==> config.mk <==
export PLATFORM = sky130hd
export DESIGN_NAME = elevator_req_scheduler
export DESIGN_NICKNAME = d
export VERILOG_FILES = /design/src/rtl/elevator_req_scheduler.sv
export SDC_FILE = /design/constraint.sdc
export NUM_CORES = 1
export LEC_CHECK = 0
export ABC_CLOCK_PERIOD_IN_PS = 3600
export CORE_ASPECT_RATIO = 0.6
export CORE_MARGIN = 8
export CORE_UTILIZATION = 24
export CTS_BUF_LIST = sky130_fd_sc_hd__clkbuf_16
export DETAILED_ROUTE_END_ITERATION = 10
export PLACE_DENSITY = 0.52
export SLEW_MARGIN = 20
export SYNTH_ARGS = -nofsm -noshare
export SYNTH_HDL_FRONTEND = slang
export SYNTH_SLANG_ARGS = --single-unit
==> constraint.sdc <==
create_clock -name clk -period 3.6 [get_ports clk]
set_clock_uncertainty 0.15 [all_clocks]
set_input_delay 0.72 -clock clk [delete_from_list [all_inputs] [get_ports clk]]
set_output_delay 0.72 -clock clk [all_outputs]
set_load 0.01 [all_outputs]
==> src/rtl/elevator_req_scheduler.sv <==
// Elevator request scheduler for a four-floor car.
// Latches floor call buttons into a pending mask, chooses a travel direction,
// drives the target floor to the car and times the door dwell at each stop.
//
// Ports
//   clk        : sole clock, rising edge
//   reset_n    : asynchronous active-low reset
//   req_btn    : floor call buttons, bit i = floor i, level-sampled
//   car_floor  : current floor reported by the car
//   car_stop   : car stationary at car_floor
//   rfloor     : registered target floor for the car
//   pending    : registered outstanding-request mask
//   dir_up     : registered travel direction, 1 = up
//   busy       : scheduler not idle
//   door_open  : door dwell in progress
//   served     : one-cycle pulse on the edge that enters the door state
//
// state       | meaning
// ------------+-----------------------------------------------------------
// S_IDLE      | no work; rfloor tracks car_floor
// S_MOVE_UP   | heading to nearest pending floor above the car
// S_MOVE_DOWN | heading to nearest pending floor below the car
// S_DOOR      | door open at car_floor for DOOR_CYCLES cycles
module elevator_req_scheduler #(
    parameter int DOOR_CYCLES = 50
) (
    input  logic       clk,
    input  logic       reset_n,
    input  logic [3:0] req_btn,
    input  logic [1:0] car_floor,
    input  logic       car_stop,
    output logic [1:0] rfloor,
    output logic [3:0] pending,
    output logic       dir_up,
    output logic       busy,
    output logic       door_open,
    output logic       served
);

    localparam logic [1:0] S_IDLE      = 2'd0;
    localparam logic [1:0] S_MOVE_UP   = 2'd1;
    localparam logic [1:0] S_MOVE_DOWN = 2'd2;
    localparam logic [1:0] S_DOOR      = 2'd3;

    localparam logic [6:0] DWELL_LAST = 7'(DOOR_CYCLES - 1);

    logic [1:0] r_state;
    logic [3:0] r_pending;
    logic [1:0] r_rfloor;
    logic       r_dir_up;
    logic       r_served;
    logic [6:0] r_dwell;

    logic [3:0] w_above_mask;
    logic [3:0] w_below_mask;
    logic [1:0] w_near_up;
    logic [1:0] w_near_dn;
    logic       w_has_up;
    logic       w_has_dn;
    logic [3:0] w_floor_onehot;
    logic       w_arrive;
    logic       w_reload;
    logic       w_dwell_done;
    logic [1:0] w_state_nx;
    logic [1:0] w_rfloor_nx;
    logic       w_dir_nx;
    logic       w_enter_door;
    logic [3:0] w_set;
    logic [3:0] w_clr;

    // Split pending into strictly-above / strictly-below sets, then pick the
    // closest floor in each: lowest above, highest below.
    always_comb begin
        w_above_mask = '0;
        w_below_mask = '0;
        for (int i = 0; i < 4; i++) begin
            if (2'(i) > car_floor) w_above_mask[i] = r_pending[i];
            if (2'(i) < car_floor) w_below_mask[i] = r_pending[i];
        end
        w_near_up = car_floor;
        for (int i = 3; i >= 0; i--) begin
            if (w_above_mask[i]) w_near_up = 2'(i);
        end
        w_near_dn = car_floor;
        for (int i = 0; i < 4; i++) begin
            if (w_below_mask[i]) w_near_dn = 2'(i);
        end
    end

    assign w_has_up       = |w_above_mask;
    assign w_has_dn       = |w_below_mask;
    assign w_floor_onehot = 4'b0001 << car_floor;
    assign w_arrive       = car_stop && (car_floor == r_rfloor);
    assign w_reload       = req_btn[car_floor];
    assign w_dwell_done   = (r_dwell == DWELL_LAST);

    always_comb begin
        w_state_nx  = r_state;
        w_rfloor_nx = r_rfloor;
        w_dir_nx    = r_dir_up;
        case (r_state)
            S_IDLE: begin
                w_rfloor_nx = car_floor;
                if (r_pending != 4'b0000) begin
                    if (r_pending[car_floor]) begin
                        w_state_nx = S_DOOR;
                    end else if (w_has_up) begin
                        // Up wins the tie when calls exist on both sides.
                        w_state_nx  = S_MOVE_UP;
                        w_rfloor_nx = w_near_up;
                        w_dir_nx    = 1'b1;
                    end else begin
                        w_state_nx  = S_MOVE_DOWN;
                        w_rfloor_nx = w_near_dn;
                        w_dir_nx    = 1'b0;
                    end
                end
            end
            S_MOVE_UP: begin
                if (w_arrive) begin
                    w_state_nx  = S_DOOR;
                    w_rfloor_nx = car_floor;
                end else if (w_has_up) begin
                    w_rfloor_nx = w_near_up;
                end
            end
            S_MOVE_DOWN: begin
                if (w_arrive) begin
                    w_state_nx  = S_DOOR;
                    w_rfloor_nx = car_floor;
                end else if (w_has_dn) begin
                    w_rfloor_nx = w_near_dn;
                end
            end
            S_DOOR: begin
                w_rfloor_nx = car_floor;
                if (!w_reload && w_dwell_done) begin
                    if (r_dir_up && w_has_up) begin
                        w_state_nx  = S_MOVE_UP;
                        w_rfloor_nx = w_near_up;
                    end else if (!r_dir_up && w_has_dn) begin
                        w_state_nx  = S_MOVE_DOWN;
                        w_rfloor_nx = w_near_dn;
                    end else if (w_has_up) begin
                        w_state_nx  = S_MOVE_UP;
                        w_rfloor_nx = w_near_up;
                        w_dir_nx    = 1'b1;
                    end else if (w_has_dn) begin
                        w_state_nx  = S_MOVE_DOWN;
                        w_rfloor_nx = w_near_dn;
                        w_dir_nx    = 1'b0;
                    end else begin
                        w_state_nx = S_IDLE;
                    end
                end
            end
            default: w_state_nx = S_IDLE;
        endcase
    end

    assign w_enter_door = (w_state_nx == S_DOOR) && (r_state != S_DOOR);
    // A call for the floor whose door is open is absorbed by the dwell reload.
    assign w_set = req_btn & ~((r_state == S_DOOR) ? w_floor_onehot : 4'b0000);
    // Clear is applied after set so it wins for the floor being served.
    assign w_clr = w_enter_door ? w_floor_onehot : 4'b0000;

    always_ff @(posedge clk or negedge reset_n) begin
        if (!reset_n) begin
            r_state   <= S_IDLE;
            r_pending <= 4'b0000;
            r_rfloor  <= 2'd0;
            r_dir_up  <= 1'b1;
            r_served  <= 1'b0;
            r_dwell   <= 7'd0;
        end else begin
            r_state   <= w_state_nx;
            r_pending <= (r_pending | w_set) & ~w_clr;
            r_rfloor  <= w_rfloor_nx;
            r_dir_up  <= w_dir_nx;
            r_served  <= w_enter_door;
            if ((r_state == S_DOOR) && (w_state_nx == S_DOOR)) begin
                r_dwell <= w_reload ? 7'd0 : r_dwell + 7'd1;
            end else begin
                r_dwell <= 7'd0;
            end
        end
    end

    assign rfloor    = r_rfloor;
    assign pending   = r_pending;
    assign dir_up    = r_dir_up;
    assign busy      = (r_state != S_IDLE);
    assign door_open = (r_state == S_DOOR);
    assign served    = r_served;

endmodule

* Word level (Yosys, flattened, before mapping)
Cells that the tools add are included.
Word-level totals: flip-flop bits (word level) 17, input port bits 9, output and inout bits 10, logic and storage cells 110
Cells by class: add/sub/neg operators 1, order comparisons 9, equal/unequal tests 15, shifts and indexed selects 1, muxes and demuxes 56, bitwise logic cells 5, reductions and logical operators 17
Operators by type and width (number):
- two-way mux 2 bit | 29
- two-way mux 1 bit | 18
- two-way mux 7 bit | 2
- != test 2 bit, second input constant | 5
- AND 4 bit | 2
- two-way mux 4 bit | 2
- NOT 4 bit | 2
- one-hot mux 2 bit (4 select lines) | 1
- OR reduction 4 bit | 2
- adder 7 x 1 -> 7 bit, second input constant | 1
- equality test 7 x 6 -> 1 bit, second input constant | 1
- AND reduction 7 bit | 1
- equality test 2 bit, second input constant | 3
- logical AND 1 bit | 6
- != test 3 bit, second input constant | 2
- one-hot mux 2 bit (3 select lines) | 1
- binary-select mux 1 bit (select 2 bit) | 2
- > comparator 1 x 2 -> 1 bit, first input constant | 2
- > comparator 2 bit, first input constant | 2
- less-than comparator 1 x 2 -> 1 bit, first input constant | 2
- less-than comparator 2 bit, first input constant | 2
- OR 4 bit | 1
- nonzero test 2 bit | 2
- nonzero test 4 bit | 1
- other kinds (11) | 12

* Longest topological paths before layout
depth in word-level cells 14, gate-level depth with buffers 9, depth with buffers taken out 8

* Worst setup path after synthesis
OpenSTA, ideal clock, no wires.
path kind input-to-reg, start input port car_floor[1], end register r_pending[1], in the netlist pending[1], setup time 0.150 ns, arrival time 2.652 ns, required time 3.300 ns, setup slack 0.648 ns, cell stages on the path 8, path buffers 2, cell sequence clkbuf_1 -> mux4_2 -> or3_1 -> buf_2 -> or2_4 -> o311ai_4 -> o31a_2 -> a41oi_1
Between the ends: word-level cells in the longest chain between the ends 14, elaborated cells between the ends (all ways) 48, those cells by class order compare (8); eq/ne (2); shift (1); mux (24); bitwise (5); reduce/logical (8)
RTL lines:
- from (decl) | RTL line 30 | input logic [1:0] car_floor,
- less-than comparator 1 x 2 -> 1 bit / less-than comparator 2 bit (equally long branches) | RTL line 78 | if (2'(i) < car_floor) w_below_mask[i] = r_pending[i];
- two-way mux 1 bit | RTL line 78
- OR reduction 4 bit | RTL line 91 | assign w_has_dn = |w_below_mask;
- two-way mux 2 bit | RTL line 148 | end else if (w_has_dn) begin
- two-way mux 2 bit | RTL line 144 | end else if (w_has_up) begin
- two-way mux 2 bit | RTL line 141 | end else if (!r_dir_up && w_has_dn) begin
- two-way mux 2 bit | RTL line 138 | if (r_dir_up && w_has_up) begin
- two-way mux 2 bit | RTL line 137 | if (!w_reload && w_dwell_done) begin
- one-hot mux 2 bit (3 select lines) | RTL line 101 | case (r_state)
- equality test 2 bit | RTL line 161 | assign w_enter_door = (w_state_nx == S_DOOR) && (r_state != S_DOOR);
- logical AND 1 bit | RTL line 161
- two-way mux 4 bit | RTL line 165 | assign w_clr = w_enter_door ? w_floor_onehot : 4'b0000;
- NOT 4 bit | RTL line 177 | r_pending <= (r_pending | w_set) & ~w_clr;
- AND 4 bit (*) | RTL line 177
- to (signal assigned) | RTL line 177
- to (decl) | RTL line 48 | logic [3:0] r_pending;
Every way passes the cells marked *; elsewhere a longest branch is shown, timed or not. The select of a mux whose other input is x is not followed. A chain may end at the register's enable or synchronous reset.

* Final worst setup path
start input port car_floor[0], end register r_dwell[6]
Between the ends: word-level cells in the longest chain between the ends 12, elaborated cells between the ends (all ways) 42, those cells by class order compare (8); eq/ne (2); mux (24); reduce/logical (8)
RTL lines:
- less-than comparator 1 x 2 -> 1 bit / less-than comparator 2 bit (equally long branches) | RTL line 78
- two-way mux 1 bit | RTL line 78
- OR reduction 4 bit | RTL line 91
- two-way mux 2 bit | RTL line 148
- two-way mux 2 bit | RTL line 144
- two-way mux 2 bit | RTL line 141
- two-way mux 2 bit | RTL line 138
- two-way mux 2 bit | RTL line 137
- one-hot mux 2 bit (3 select lines) | RTL line 101
- equality test 2 bit | RTL line 181 | if ((r_state == S_DOOR) && (w_state_nx == S_DOOR)) begin
- logical AND 1 bit | RTL line 181
- two-way mux 7 bit (*) | RTL line 181
- to (signal assigned) | RTL line 182 | r_dwell <= w_reload ? 7'd0 : r_dwell + 7'd1;
- to (decl) | RTL line 52 | logic [6:0] r_dwell;
Marks and branches as above.

==> flow_summary.toml <==
[outcome]
status = "finished, final reports clean"

[finish]
diodes = 0
drive_gt1_share_pct = 10.0
fillerInstances = 656
regArea_sq_um = 427
fin_nets = 216
multiInputGateArea_sq_um = 1010
syn2layout_area_growth_pct = 22.5

[die]
core_sq_um = 6140
dieArea_sq_um = 9270
die-height_um = 77.9
start_util_pct = 24.9
rows = 22
io_pins = 19
fp.dieW_um = 119

[worst_setup_path]
r2r_start = "r_dwell[1]"
crit_path_start_kind = "input pin"
critPathArrivalTime_ns = 3.11
crit_required_ns = 3.57
r2r_cells = 8
worstSetupPathType = "input pin to flip-flop"
crit_path_start = "car_floor[0]"
regToRegEndpoint = "pending[3]"
reg2reg_slack_ns = 0.91
critical_path.endpoint = "r_dwell[6]"
path_max_fanout = 25
crit_path_end_kind = "flip-flop"

[logic_synthesis]
synth_edf_count = 0
synthesis.nets = 202
avgSynthCellArea_sq_um = 8.18
synth_largest_type_area_fraction_pct = 26.2
synth-seq-cells = 17
yosysTopAreaCell = "dfrtp_1"
synthArstFlopShare_pct = 100
yosysWarnings = 0
synthDistinctLibCells = 55
syn_area_sq_um = 1530
seq_area_frac_synth_pct = 27.9
synth.area.top_cells = "dfrtp_1, nor2_1, ha_1"
synth-main-ff-cell = "dfrtp_1"
synthCells = 187

[routing]
routedWlPerCell_um = 16.3
remaining_drc_errors = 0
met2_length_um = 1600
wl_met1_um = 2640
vias = 1462
wl_met3_um = 375
drt_wl_total_um = 4640
detailedRoute.firstIterationViolations = 114
route.antenna.remaining_nets = 0
highest_layer = "met4"
first_pass_iters = 4
vias_per_cell = 5.15

[grt]
grt_pass1_vias = 1444
antenna_found_initial = 0
grt_pass1_wl_um = 7870
grt_max_degree = 26
gr-usage-all-layers_pct = 10.5
gr-total-overflow = 0

[placement]
port_buffers = 18
post-dp-hpwl_um = 3580
gp_congestion = 0.891

[power]
p_total_mw = 1.44
ir_worst_vdd_v = 0.000304
p_leak_nw = 0.715
powerDensity_nw_per_um2 = 766

[timing]
finalMaxSlewViolations = 0
hold_viol = 0
tns_ns = 0
whs_ns = 0.336
relSlewSlack_pct = 45.1
fmax_mhz = 318
fin_crit_sh_pct = 87.4
tightest_slew_ns = 0.821
setup-violations-final = 0
period_minus_slack_ns = 3.15
grt_setup_unrepaired = "false"

[hold_path]
hold_class = "flip-flop to flip-flop"

[clock_network]
cts_setup_buffers = 0
cts_num_sinks = 17
cts_tree = "built"
clock_latency_ns = 0.25
htreeDepth = 1
ctsLongestPathBuffers = 2
cts_resized = 0
hold_buffers = 0
cts.clk_slew.worst_paths_ns = 0.06
cts_buffers = 3
cts-root-buf = "clkbuf_16"

[flow_run]
max-cap-violations = 0
where the power goes:
part,internal (mW),switching (mW),leakage (nW)
Sequential,0.252,0.138,0.207
Clock,0.150,0.0825,0.0371
Combinational,0.380,0.433,0.471
layout make-up:
type / instances / share of cell area [%]
clock inverter: 1 / 0.401
timing repair buffer: 23 / 11.6
clock buffer: 3 / 4.01
inverter: 8 / 1.60
sequential: 17 / 22.8
tap: 84 / 5.61
multi-input combinational: 148 / 54.0
worst max-delay path, cell delays in order:
cell	delay [ns]
clkdlybuf4s50_1	0.51
buf_4	0.30
mux2i_1	0.22
nor2_1	0.06
o311ai_1	0.44
o311ai_4	0.21
o311ai_2	0.53
nor2_1	0.10
flip-flops by register name (all words and copies together), names as in the netlist:
signal,flops
rfloor,2
pending,4
r_dwell,7
r_state,2
served,1
dir_up,1
cells in the final DEF (no fill, tap or decap), types with 4 or more instances in the layout:
master	count
o21a_1	4
dfrtp_1	16
clkdlybuf4s50_1	18
o21ai_0	8
xnor2_1	5
nand3_1	6
nor2_1	24
buf_4	5
nor3_1	7
nor2b_1	4
and3_1	4
a21oi_1	11
nand2b_1	4
a31oi_1	4
nand2_1	11
inv_1	5
ha_1	6
layer usage:
metal	track usage [%]	vias up
li1	-	715
met1	16.6	693
met2	13.1	52
met3	3.68	2
met4	1.25	0
met5	0	-
Yosys cell counts (4+ instances only):
library cell	instances
a21oi_1	11
a31oi_1	4
and3_1	4
clkbuf_1	12
dfrtp_1	16
ha_1	6
inv_1	5
nand2_1	11
nand2b_1	4
nand3_1	6
nor2_1	24
nor2b_1	4
nor3_1	7
o21a_1	4
o21ai_0	8
xnor2_1	5
how the worst min path moves through the flow:
| stage | from | endpoint | slack [ns] | cells past startpoint |
|---|---|---|---|---|
| 2_1_floorplan | reset_n | pending[0] | 0.27 | 0 |
| 3_3_place_gp | r_dwell[0] | r_dwell[0] | 0.34 | 1 |
| 3_5_place_dp | r_dwell[0] | r_dwell[0] | 0.34 | 1 |
| 4_1_cts | r_dwell[0] | r_dwell[0] | 0.34 | 1 |
| 5_1_grt | r_dwell[0] | r_dwell[0] | 0.38 | 1 |
| 6_report | r_dwell[0] | r_dwell[0] | 0.34 | 1 |
stage by stage:
stage	utilization, %	setup slack (ns)	std cells	instance area [sq um]
6_report	30.5	0.452	284	1870
2_1_floorplan	-	0.648	187	1530
5_1_grt	30.5	0.207	284	1870
4_1_cts	30.5	0.436	284	1870
3_3_place_gp	29.2	0.154	280	1790
3_5_place_dp	29.2	0.200	280	1790
cell families after synthesis:
group | share of synthesized area [%]
flip-flops | 27.9
buffers and inverters | 5.97
multiplexers | 5.64
XOR/XNOR | 4.01
adder cells (fa/ha/maj) | 4.91
AND/OR/NAND/NOR | 23.4
AO/OA/AOI/OAI | 28.2
No activity file was read; power rests on OpenSTA's default activity.
